==> src/rtl/seg7_scan_driver_if.sv <==
// seg7_scan_driver_if
//   Bundle between the datapath and the 7-segment scan driver.
//   master : datapath side, drives value/dp_in/load, observes display pins.
//   slave  : driver side, consumes value/dp_in/load, drives the display pins.
//   value      [4*NUM_DIGITS] packed hex, nibble i -> digit i (digit 0 = LSB)
//   dp_in      [NUM_DIGITS]   decimal-point request per digit
//   load                      one-cycle capture strobe
//   a..g, dp                  active-high segment / decimal-point drives
//   digit      [NUM_DIGITS]   one-hot digit enable
//   frame_tick                pulse on first cycle of digit 0 of a new frame
//   pending                   a loaded value is waiting for a frame boundary
interface seg7_scan_driver_if #(
  parameter int NUM_DIGITS = 4
);
  logic [4*NUM_DIGITS-1:0] value;
  logic [NUM_DIGITS-1:0]   dp_in;
  logic                    load;
  logic                    a, b, c, d, e, f, g;
  logic                    dp;
  logic [NUM_DIGITS-1:0]   digit;
  logic                    frame_tick;
  logic                    pending;

  modport master (
    output value, dp_in, load,
    input  a, b, c, d, e, f, g, dp, digit, frame_tick, pending
  );

  modport slave (
    input  value, dp_in, load,
    output a, b, c, d, e, f, g, dp, digit, frame_tick, pending
  );
endinterface

==> src/rtl/seg7_scan_driver.sv <==
// seg7_scan_driver
//   Multiplexed multi-digit hex 7-segment driver. Scans one digit per
//   REFRESH_DIV clocks; values are double-buffered and swapped in only at
//   the frame wrap so a frame never shows a torn value.
// Ports
//   clk  : system clock, rising edge
//   rst  : synchronous active-high reset
//   bus  : seg7_scan_driver_if.slave (value/dp_in/load in, display pins out)
// Parameters
//   NUM_DIGITS  1..8, REFRESH_DIV >= 2 (cycles each digit stays lit)
// Build option
//   SEG7_LZ_BLANK_EN : blank leading-zero digits (digit 0 never blanked)
module seg7_scan_driver #(
  parameter int NUM_DIGITS  = 4,
  parameter int REFRESH_DIV = 1000
) (
  input  logic                 clk,
  input  logic                 rst,
  seg7_scan_driver_if.slave    bus
);
  localparam int CW = $clog2(REFRESH_DIV);
  localparam int IW = (NUM_DIGITS > 1) ? $clog2(NUM_DIGITS) : 1;

  logic [CW-1:0]                cnt;
  logic [IW-1:0]                idx;
  logic [NUM_DIGITS-1:0][3:0]   pval, aval;
  logic [NUM_DIGITS-1:0]        pdp, adp;
  logic                         pend;
  logic                         swap_q;   // active buffer just swapped, not yet on pins
  logic                         wrap_q;   // idx wrapped last edge
  logic                         tick_q;
  logic [6:0]                   seg_q;    // {a,b,c,d,e,f,g}
  logic                         dp_q;
  logic [NUM_DIGITS-1:0]        dig_q;

  logic                         tc, wrap;
  logic [NUM_DIGITS-1:0]        blank;
  logic [NUM_DIGITS-1:0]        dig_n;
  logic [6:0]                   seg_n;

  function automatic logic [6:0] hex7(input logic [3:0] h);
    case (h)
      4'h0: hex7 = 7'b1111110;
      4'h1: hex7 = 7'b0110000;
      4'h2: hex7 = 7'b1101101;
      4'h3: hex7 = 7'b1111001;
      4'h4: hex7 = 7'b0110011;
      4'h5: hex7 = 7'b1011011;
      4'h6: hex7 = 7'b1011111;
      4'h7: hex7 = 7'b1110000;
      4'h8: hex7 = 7'b1111111;
      4'h9: hex7 = 7'b1111011;
      4'hA: hex7 = 7'b1110111;
      4'hB: hex7 = 7'b0011111;
      4'hC: hex7 = 7'b1001110;
      4'hD: hex7 = 7'b0111101;
      4'hE: hex7 = 7'b1001111;
      default: hex7 = 7'b1000111;
    endcase
  endfunction

  assign tc   = (cnt == CW'(REFRESH_DIV - 1));
  assign wrap = tc && (idx == IW'(NUM_DIGITS - 1));

  // Leading-zero run from the top digit down; digit 0 is never blanked.
  always_comb begin
    blank = '0;
`ifdef SEG7_LZ_BLANK_EN
    begin : lz
      logic zrun;
      zrun = 1'b1;
      for (int i = NUM_DIGITS - 1; i > 0; i--) begin
        zrun     = zrun & (aval[i] == 4'h0);
        blank[i] = zrun;
      end
    end
`endif
  end

  always_comb begin
    dig_n      = '0;
    dig_n[idx] = 1'b1;
    seg_n      = blank[idx] ? 7'b0 : hex7(aval[idx]);
  end

  always_ff @(posedge clk) begin
    if (rst) begin
      cnt    <= '0;
      idx    <= '0;
      pval   <= '0;
      pdp    <= '0;
      aval   <= '0;
      adp    <= '0;
      pend   <= 1'b0;
      swap_q <= 1'b0;
      wrap_q <= 1'b0;
      tick_q <= 1'b0;
      seg_q  <= '0;
      dp_q   <= 1'b0;
      dig_q  <= '0;
    end else begin
      cnt <= tc ? '0 : cnt + CW'(1);
      if (tc) idx <= wrap ? '0 : idx + IW'(1);
      // Swap uses the pre-edge pending buffer, so a coincident load
      // lands in pval for the following frame.
      if (wrap && pend) begin
        aval <= pval;
        adp  <= pdp;
      end
      if (bus.load) begin
        pval <= bus.value;
        pdp  <= bus.dp_in;
      end
      pend   <= bus.load | (pend & ~wrap);
      swap_q <= wrap & pend;
      wrap_q <= wrap;
      tick_q <= wrap_q;
      seg_q  <= seg_n;
      dp_q   <= adp[idx];
      dig_q  <= dig_n;
    end
  end

  assign {bus.a, bus.b, bus.c, bus.d, bus.e, bus.f, bus.g} = seg_q;
  assign bus.dp         = dp_q;
  assign bus.digit      = dig_q;
  assign bus.frame_tick = tick_q;
  // Held through the swap cycle so it drops exactly when the new value hits the pins.
  assign bus.pending    = pend | swap_q;
endmodule

==> src/flat_wrapper.sv <==
// flat-port wrapper written by rule: the top's interface ports become plain ports
module seg7_scan_driver_flat 
#(
  parameter int NUM_DIGITS  = 4,
  parameter int REFRESH_DIV = 1000
)
  (clk, rst, bus_value, bus_dp_in, bus_load, bus_a, bus_b, bus_c, bus_d, bus_e, bus_f, bus_g, bus_dp, bus_digit, bus_frame_tick, bus_pending);
  seg7_scan_driver_if #(.NUM_DIGITS(NUM_DIGITS)) bus_i ();
  input  logic clk;
  input  logic rst;
  input wire logic [$bits(bus_i.value)-1:0] bus_value;
  input wire logic [$bits(bus_i.dp_in)-1:0] bus_dp_in;
  input wire logic [$bits(bus_i.load)-1:0] bus_load;
  output wire logic [$bits(bus_i.a)-1:0] bus_a;
  output wire logic [$bits(bus_i.b)-1:0] bus_b;
  output wire logic [$bits(bus_i.c)-1:0] bus_c;
  output wire logic [$bits(bus_i.d)-1:0] bus_d;
  output wire logic [$bits(bus_i.e)-1:0] bus_e;
  output wire logic [$bits(bus_i.f)-1:0] bus_f;
  output wire logic [$bits(bus_i.g)-1:0] bus_g;
  output wire logic [$bits(bus_i.dp)-1:0] bus_dp;
  output wire logic [$bits(bus_i.digit)-1:0] bus_digit;
  output wire logic [$bits(bus_i.frame_tick)-1:0] bus_frame_tick;
  output wire logic [$bits(bus_i.pending)-1:0] bus_pending;
  assign bus_i.value = bus_value;
  assign bus_i.dp_in = bus_dp_in;
  assign bus_i.load = bus_load;
  assign bus_a = bus_i.a;
  assign bus_b = bus_i.b;
  assign bus_c = bus_i.c;
  assign bus_d = bus_i.d;
  assign bus_e = bus_i.e;
  assign bus_f = bus_i.f;
  assign bus_g = bus_i.g;
  assign bus_dp = bus_i.dp;
  assign bus_digit = bus_i.digit;
  assign bus_frame_tick = bus_i.frame_tick;
  assign bus_pending = bus_i.pending;
  seg7_scan_driver #(.NUM_DIGITS(NUM_DIGITS), .REFRESH_DIV(REFRESH_DIV)) u_core (.clk(clk), .rst(rst), .bus(bus_i));
endmodule
==> config.mk <==
export PLATFORM = sky130hd
export DESIGN_NAME = seg7_scan_driver_flat
export DESIGN_NICKNAME = d
export VERILOG_FILES = /design/src/rtl/seg7_scan_driver_if.sv /design/src/rtl/seg7_scan_driver.sv /design/src/flat_wrapper.sv
export SDC_FILE = /design/constraint.sdc
export NUM_CORES = 1
export LEC_CHECK = 0
export CORE_MARGIN = 2
export CORE_UTILIZATION = 60
export CTS_CLUSTER_DIAMETER = 80
export DETAILED_ROUTE_END_ITERATION = 10
export DONT_BUFFER_PORTS = 1
export PLACE_DENSITY = 0.76
export SLEW_MARGIN = 20
export SYNTH_ARGS = -nofsm -noshare
export SYNTH_HDL_FRONTEND = slang
export SYNTH_SLANG_ARGS = --single-unit
==> constraint.sdc <==
create_clock -name clk -period 2.3 [get_ports clk]
set_input_delay 0.115 -clock clk [delete_from_list [all_inputs] [get_ports clk]]
set_output_delay 0.115 -clock clk [all_outputs]
set_load 0.01 [all_outputs]
# Word level (Yosys, flattened, before mapping)
# Memory sizes are Yosys's and may differ from the RTL's. A register that Yosys moved wholly into a read port is not among the register bits.
# Cells that the tools add are included.
[op_classes]
addsub = 2
magnitude_cmp = 2
eq_ne = 2
n_mux = 9
bitwise = 5
n_reduce_logical = 5
[op_table]
columns = ["op", "count"]
rows = [
  ["$add A10 B1 Y10 const B", 1],
  ["$eq A10 B10 Y1 const B", 1],
  ["$bmux W4 S2", 1],
  ["$bmux W1 S2", 2],
  ["$mux W4", 1],
  ["$reduce_or A2 Y1", 2],
  ["$logic_and A1 B1 Y1", 3],
  ["$lt A2 B3 Y1 const B", 1],
  ["$mux W1", 3],
  ["$add A2 B1 Y2 const B", 1],
  ["$and A1 B1 Y1", 2],
  ["$demux W1 S2", 1],
  ["$eq A2 B2 Y1 const B", 1],
  ["$ge A2 B1 Y1 const B", 1],
  ["$mux W2", 1],
  ["$or A1 B1 Y1", 2],
  ["$not A1 Y1", 1],
]
[word_totals]
regBits = 61
rom_bits = 112
input_bits = 23
output_inout_bits = 14
wordCells = 44
n_memories = 1
[memory_table]
columns = ["memory", "words", "width", "rd", "rd_clocked_by_memory_dff", "write_ports", "line", "text"]
rows = [
  ["(no name shown)", 16, 7, 1, 1, 0, "seg7_scan_driver.sv:42", "case (h)"],
]

# Longest topological paths before layout
# Gate-level depths: netlist of run 1.
[logic_depth]
word_depth = 5
depth_mapped = 8
ltp_nobuf = 7

# Least setup slack after synthesis of run 1
# Ideal clock, no wire load.
[synth_path]
path_type = "register to register"
startpoint = "register u_core.idx[0]"
endpoint = "register u_core.seg_q[5]"
setup_ns = 0.095
arrival_ns = 1.851
required_ns = 2.205
slack_ns = 0.354
stages_incl_launch_ff = 8
path_buffers = 1
period_less_slack_ns = 1.946
cell_sequence = "dfxtp_1 -> buf_6 -> mux4_1 -> inv_1 -> ha_1 -> inv_1 -> mux2i_1 -> a221oi_1"
[synth_between]
elab_chain_cells = 3
elab_cells_between_ends = 5
cone_classes = "mux: 4; reduce/logical: 1"
[synth_rtl]
columns = ["item", "line", "text"]
rows = [
  ["start, declared", "seg7_scan_driver.sv:25", "logic [IW-1:0] idx;"],
  ["start signal, assigned", "seg7_scan_driver.sv:103", "if (tc) idx <= wrap ? '0 : idx + IW'(1);"],
  ["$bmux W1 S2", "seg7_scan_driver.sv:83", "seg_n = blank[idx] ? 7'b0 : hex7(aval[idx]);"],
  ["$mux W1 (implied by the code)", "seg7_scan_driver.sv:83", ""],
  ["$reduce_or A2 Y1 (no line)", "n/a", ""],
  ["end, declared", "seg7_scan_driver.sv:32", "logic [6:0] seg_q;"],
]
# Parallel ways exist; a longest one is shown, timed or not. The select of a mux whose other input is x is not followed.
# A chain may end at the register's enable or synchronous reset.

# Worst setup path in the final report of run 1
# Ends and elaborated chain as after synthesis.

==> results of run 1 <==
## flip-flops by register name, summed over array words and instances (netlist names), 2 cells and up
signal	cells
u_core.pdp	4
u_core.bus.digit	4
u_core.pval	16
u_core.adp	4
u_core.seg_q	7
u_core.idx	2
u_core.cnt	10
u_core.aval	16
## placed cells by master, fill, tap and decap left out, types with 2 or more instances in the layout
cell           count
nor3_1             7
dfxtp_1           68
or2_2              2
mux4_2             3
buf_4              3
mux2i_1           46
dlygate4sd3_1     22
xnor2_1            6
inv_1              8
a211oi_1           3
nand3_1            3
mux2_1             2
bufinv_16          2
nand2_1            5
nor2_1            58
a221oi_1           2
buf_12             3
nand2b_1           3
clkbuf_8          12
nor2b_1            7
xor2_1             2
mux4_1             2
ha_1              12
## report_power, final
part	total, mW	switching, mW	internal (mW)
sequential	1.23	0.0223	1.21
combinational	0.114	0.0503	0.0636
clock	1.13	0.429	0.700
## worst paths after layout
| check | startpoint | end | slack, ns | depth (start not counted) |
|---|---|---|---|---|
| worst max-delay path | u_core.idx[0] | u_core.seg_q[5] | 0.26 | 6 |
| worst min-delay path | rst | u_core.cnt[1] | 0.04 | 2 |
| worst min register to register | u_core.wrap_q | u_core.bus.frame_tick | 0.46 | 1 |
| worst max register to register | u_core.idx[0] | u_core.seg_q[5] | 0.26 | 6 |
## per-stage QoR
step / util / worst slack (ns) / std cells
after global placement: 0.637 / 0.364 / 306
after CTS: 0.750 / 0.247 / 346
after global routing: 0.750 / 0.0862 / 346
after detailed placement: 0.637 / 0.271 / 306
after floorplan: - / 0.354 / 266
final: 0.750 / 0.263 / 346
## metal layers
layer / vias to the layer above / share of wire / global-route usage
li1: 940 / - / -
met4: 0 / 0.021 / 0.103
met2: 40 / 0.44 / 0.325
met1: 842 / 0.49 / 0.257
met3: 12 / 0.042 / 0.0764
met5: - / 0 / 0
## kinds of logic after synthesis
group                    share of synthesized area
XOR/XNOR                                    0.0252
AND/OR/NAND/NOR                              0.152
multiplexers                                 0.217
adder cells (fa/ha/maj)                     0.0541
AO/OA/AOI/OAI                               0.0221
flip-flops                                   0.490
buffers and inverters                       0.0392
## final cells by class
type | instances | area [um2] | share of cell area
Sequential cell | 68 | 1360 | 0.411
Inverter | 8 | 30.0 | 0.00907
Multi-Input combinational cell | 174 | 1310 | 0.397
Clock inverter | 3 | 67.6 | 0.0204
Tap cell | 52 | 65.1 | 0.0197
Timing Repair Buffer | 28 | 303 | 0.0915
Clock buffer | 13 | 169 | 0.0510
==> flow_summary.toml, run 1 <==
[final_layout]
fin_nets = 324
drive_above_1_share = 0.0986
antennaDiodeCount = 0
area_growth_pct = 19.1
fill_cells = 304
final_cell_area_um2 = 3310

[worst_setup_path]
cp_common_cell = "inv_1"
critPathKind = "register to register"
cp_slowest_stage_delay_ns = 0.67
cp-end-kind = "register"
start_kind = "register"
path_max_fanout = 5
path_cells = "mux4_1 > inv_1 > ha_1 > inv_1 > mux2i_1 > a221oi_1"
path_buf_inv = 2
cpMaxStageDelayCell = "mux4_1"
critical-path-top-delay-family = "multiplexers"
worstPathArrival_ns = 2.27
required_ns = 2.54

[placed_design]
globalplace.congestion = 0.755
place_area_um2 = 2810
numPortBuffers = 0
dp_hpwl_um = 3010

[floorplanning]
io_pins = 37
coreArea_um2 = 4410
die_height_um = 72.0
initial_utilization = 0.629
die-area_um2 = 5190
die_x_um = 72.0
rows = 24

[clock_tree]
clkTransAtPathRegs_ns = 0.07
cts_buffer_depth = 2
cts_resized = 0
cts_sinks = 68
numCtsBuffers = 9
htree_levels = 3
hold_buffers = 24
postCtsSetupBuffers = 0
clkLatencyLatePin_ns = 0.34
cts_root_buffer = "clkbuf_8"
cts_tree = "done"

[synthesis]
synth_edf_count = 0
synth_top_area_frac = 0.490
synthTopCellsByCount = "dfxtp_1, nor2_1, mux2i_1"
synthArstFlopShare = 0
yosys.cell_count.top_type = "dfxtp_1"
yosysSeqAreaShare = 0.490
ys_ff_latch = 68
yosys_warnings = 0
yosysTopAreaCell = "dfxtp_1"
syn_nets = 301
synth_ff_type = "dfxtp_1"
syn_inst = 266
syn_area_per_cell_um2 = 10.4
syn_area_um2 = 2780
netlist_top_cells_area = "dfxtp_1, mux2i_1, nor2_1, ha_1, mux4_2"
netlist-cell-type-count = 33

[route]
via_count = 1834
wl_per_cell_um = 14.0
via_per_inst = 5.30
first_iter_violations = 124
wl_um = 4860
ant_nets = 0
remaining_drc_errors = 0
drtPass1Iterations = 4

[pwr]
power_mw = 2.48
p_leak_nw = 1.30
ir_drop_mv = 0.578
cellPowerDensity_nw_per_um2 = 748

[timing]
slew_violations = 0
setup_viol = 0
skew_ns = 0.00919
rsz0062_at_grt = "false"
fin_setup_tns_ns = 0
max_slew_margin = 0.771
timing.fmax_ghz = 0.491
finalCriticalPeriod_ns = 2.04
worst_pin_slew_ns = 0.341
hold_slack_ns = 0.0429
final-hold-violation-count = 0
fin_crit_sh = 0.886

[global_routing]
grt_usage = 0.209
grt_pass1_wl_um = 8220
grt_overflow_total = 0
antenna_found_initial = 0
grt_pass1_vias = 1798
grt_max_degree = 59

[run_status]
outcome = "finished clean"

[worst_hold_path]
hold_path.class = "input pin to register"

[run]
drv_cap = 0
No activity file was read; power rests on OpenSTA's default activity.
==> run 2: changes to the inputs <==
PLACE_DENSITY = 0.79   (was 0.76)
==> run 2 against run 1 <==
Effect of this change:
- wire length is 5.4% higher
- worst setup slack better by 0.060 ns
- sequential power hardly changed
- largest cell class unchanged
- final area is 0.53% higher
- clock power hardly changed
- sequential share of layout area is 0.22 points lower
- critical path depth stayed put
- highest routed layer unchanged
==> flow_summary.toml, run 2 (synthesis results as in run 1) <==
[run_status]
outcome = "finished clean"

[final_layout]
final_core_util = 0.754
layout_commonest_cell = "dfxtp_1"
fill_cells = 308
fin_nets = 328
final_cell_area_um2 = 3330
final_cells = 350
antennaDiodeCount = 0
top_regs = "u_core.aval x16, u_core.pval x16, u_core.cnt x10"
layout_common_cells = "dfxtp_1, nor2_1, mux2i_1"
drive_above_1_share = 0.0940
area_growth_pct = 19.8

[global_routing]
grt_usage = 0.224
grt_overflow_total = 0
grt_max_degree = 59
grt_pass1_vias = 1917
antenna_found_initial = 0
grt_pass1_wl_um = 8740

[timing]
skew_ns = 0.00945
max_slew_margin = 0.371
fin_setup_tns_ns = 0
fin_crit_sh = 0.860
worst_pin_slew_ns = 0.940
slew_violations = 0
timing.final.ws_setup_ns = 0.323
timing.fmax_ghz = 0.506
setup_viol = 0
hold_slack_ns = 0.0292
final-hold-violation-count = 0
finalCriticalPeriod_ns = 1.98
rsz0062_at_grt = "false"

[floorplanning]
io_pins = 37
rows = 24
die_x_um = 72.0
die_height_um = 72.0
die-area_um2 = 5190
coreArea_um2 = 4410
initial_utilization = 0.629

[route]
wl_per_cell_um = 14.6
remaining_drc_errors = 0
wl_um = 5120
drtPass1Iterations = 4
via_count = 1868
first_iter_violations = 129
ant_nets = 0
via_per_inst = 5.34

[worst_setup_path]
required_ns = 2.56
cp-endpoint = "u_core.seg_q[5]"
path_buf_inv = 2
cpMaxStageDelayCell = "mux4_1"
cp-end-kind = "register"
reg2regPathDepth = 6
start_kind = "register"
path_max_fanout = 5
path_depth = 6
path_cells = "mux4_1 > inv_1 > ha_1 > inv_1 > mux2i_1 > a221oi_1"
r2r_slack_ns = 0.32
critPathKind = "register to register"
critPathLaunch = "u_core.idx[0]"
critical-path-top-delay-family = "multiplexers"
rr_endpoint = "u_core.seg_q[5]"
cp_slowest_stage_delay_ns = 0.67
r2r_start = "u_core.idx[0]"
worstPathArrival_ns = 2.23
cp_common_cell = "inv_1"

[clock_tree]
cts_tree = "done"
cts_resized = 0
htree_levels = 3
cts_buffer_depth = 2
numCtsBuffers = 9
clkLatencyLatePin_ns = 0.35
clkTransAtPathRegs_ns = 0.07
postCtsSetupBuffers = 0
cts_root_buffer = "clkbuf_8"
cts_sinks = 68

[worst_hold_path]
hold_path.class = "input pin to register"
whs_path_depth = 2
hold_path.startpoint = "rst"

[pwr]
ir_drop_mv = 0.520
power_mw = 2.48
cellPowerDensity_nw_per_um2 = 745
p_leak_nw = 1.31

[placed_design]
placed_cells = 306
place_area_um2 = 2800
numPortBuffers = 0
dp_hpwl_um = 2980
globalplace.congestion = 0.782
place_ws_ns = 0.334

[run]
drv_cap = 0
[run 2: power by group]
| part | total (mW) | internal [mW] | switching [mW] |
|---|---|---|---|
| clock | 1.12 | 0.699 | 0.425 |
| sequential | 1.23 | 1.21 | 0.0225 |
| combinational | 0.119 | 0.0688 | 0.0506 |
| total | 2.48 | 1.98 | 0.498 |
[run 2: routing by layer]
layer  GRT usage  share of wire
met2       0.346           0.48
met1       0.269           0.44
met5           0              0
met4       0.113          0.028
met3      0.0917          0.052
[run 2: what timing repair did]
item	4_1_cts	5_1_grt
hold endpoints to repair	59	0
setup endpoints to repair	0	0
hold buffers	28	0
[run 2: area by class of cell]
cell class	instances	area, um2	share of cell area
repair buffers	32	320	0.0963
clock inverters	3	67.6	0.0203
multi-input cells	174	1310	0.395
clock buffers	13	169	0.0508
inverters	8	30.0	0.00903
flip-flops and latches	68	1360	0.409
well taps	52	65.1	0.0196
[run 2: worst min-delay path by stage]
stage,end,slack [ns]
after floorplan,u_core.bus.digit[3],0.20
final,u_core.cnt[1],0.03
after global placement,u_core.pend,0.19
after CTS,u_core.cnt[1],0.02
after global routing,u_core.cnt[1],0.06
after detailed placement,u_core.bus.frame_tick,0.19
==> run 3: changes to the inputs <==
CELL_PAD_IN_SITES_DETAIL_PLACEMENT = 2   (was unset)
CELL_PAD_IN_SITES_GLOBAL_PLACEMENT = 2   (was unset)
CORE_ASPECT_RATIO = 1.1   (was unset)
CORE_UTILIZATION = 40   (was 60)
PLACE_DENSITY = 0.81   (was 0.79)
==> run 3 against run 2 <==
Effect of this change:
- first-iteration DRC count decreased by 76%
- sequential power about the same
- wire length increased by 43%
- critical path depth unchanged
- global-route usage decreased by 1.4 points
- final cell count increased by 8.3%
- via count increased by 4.8%
- clock power decreased by 13%
- largest power group unchanged
==> flow_summary.toml, run 3 (synthesis results as in run 1) <==
[route]
remaining_drc_errors = 0
via_count = 1957
wl_um = 7330
ant_nets = 0
drtPass1Iterations = 4
via_per_inst = 5.16
first_iter_violations = 31
wl_per_cell_um = 19.3

[timing]
worst_pin_slew_ns = 0.975
final-hold-violation-count = 0
slew_violations = 0
setup_viol = 0
fin_setup_tns_ns = 0
hold_slack_ns = 0.0704
fin_crit_sh = 0.899
timing.fmax_ghz = 0.483
skew_ns = 0.0112
rsz0062_at_grt = "false"
finalCriticalPeriod_ns = 2.07
timing.final.ws_setup_ns = 0.232
max_slew_margin = 0.348

[pwr]
p_leak_nw = 1.29
p_comb_frac = 0.055
clkPwrFrac = 0.416
pwr-share-seq = 0.529
cellPowerDensity_nw_per_um2 = 700
power_mw = 2.33
ir_drop_mv = 0.403
swShare = 0.229
internal_power_mw = 1.80
power_switching_uw = 533

[final_layout]
layout_common_cells = "dfxtp_1, nor2_1, mux2i_1"
antennaDiodeCount = 0
layout_commonest_cell = "dfxtp_1"
fin_nets = 328
final_core_util = 0.500
top_regs = "u_core.aval x16, u_core.pval x16, u_core.cnt x10"
final_cells = 379
area_growth_pct = 20.0
final_cell_area_um2 = 3330
drive_above_1_share = 0.0976

[global_routing]
grt_pass1_wl_um = 12200
antenna_found_initial = 0
grt_overflow_total = 0
grt_usage = 0.209
grt_max_degree = 59
grt_pass1_vias = 2232

[worst_setup_path]
critPathLaunch = "u_core.idx[0]"
critPathKind = "register to register"
rr_endpoint = "u_core.seg_q[5]"
r2r_start = "u_core.idx[0]"
reg2regPathDepth = 6
start_kind = "register"
r2r_slack_ns = 0.23
worstPathArrival_ns = 2.31
path_max_fanout = 4
cp-end-kind = "register"
required_ns = 2.54
cp-endpoint = "u_core.seg_q[5]"

[placed_design]
place_area_um2 = 2850
placed_cells = 336
globalplace.congestion = 0.766
numPortBuffers = 0
place_ws_ns = 0.203
dp_hpwl_um = 3930

[clock_tree]
clkTransAtPathRegs_ns = 0.08
cts_root_buffer = "clkbuf_8"
numCtsBuffers = 9
cts_sinks = 68
cts_tree = "done"
postCtsSetupBuffers = 0
htree_levels = 3
cts_buffer_depth = 2
clkLatencyLatePin_ns = 0.34

[run_status]
outcome = "finished clean"

[floorplanning]
coreArea_um2 = 6670
rows = 31
io_pins = 37
die_height_um = 91.4
initial_utilization = 0.416
die_x_um = 83.5
die-area_um2 = 7630

[run]
drv_cap = 0

[worst_hold_path]
hold_path.class = "input pin to register"
==> run 3: repair_timing <==
item / in CTS / in global routing
hold buffers: 28 / 0
setup endpoints to repair: 0 / 1
gates resized for setup: 0 / 1
endpoints found under the hold margin: 58 / 0
==> run 3: final cells by class <==
cell class | count | area [um2]
Fill cell | 671 | 3340
Sequential cell | 68 | 1360
Multi-Input combinational cell | 174 | 1310
Timing Repair Buffer | 32 | 340
Clock buffer | 10 | 138
Tap cell | 82 | 103
Clock inverter | 5 | 52.6
Inverter | 8 | 30.0
==> run 3: power groups by stage <==
stage	logic, mW	clock network [mW]	registers, mW
after floorplan	0.0669	0	1.25
after global placement	0.0500	0	1.26
after detailed placement	0.0544	0	1.26
after CTS	0.122	0.987	1.23
after global routing	0.142	1.05	1.24
final	0.129	0.970	1.23
==> run 3: worst min path at each step <==
stage          startpoint                   to  slack [ns]  depth (start not counted)
2_1_floorplan         rst  u_core.bus.digit[3]        0.20                          1
4_1_cts               rst        u_core.cnt[0]        0.05                          2
3_3_place_gp          rst        u_core.cnt[2]        0.19                          1
3_5_place_dp          rst          u_core.pend        0.19                          1
5_1_grt               rst        u_core.cnt[8]        0.06                          2
6_report              rst        u_core.cnt[0]        0.07                          2
==> run 3: worst max-delay path, stage by stage (launching register included) <==
cell and delay (ns):
dfxtp_1 0.45, mux4_2 0.61, inv_1 0.20, ha_1 0.27
inv_1 0.08, mux2i_1 0.07, a221oi_1 0.29
==> run 3: metal layers <==
metal | wire length (um) | GRT usage
met2 | 3870 | 0.372
met5 | 0 | 0
met1 | 3200 | 0.241
met3 | 173 | 0.0645
met4 | 79 | 0.0632
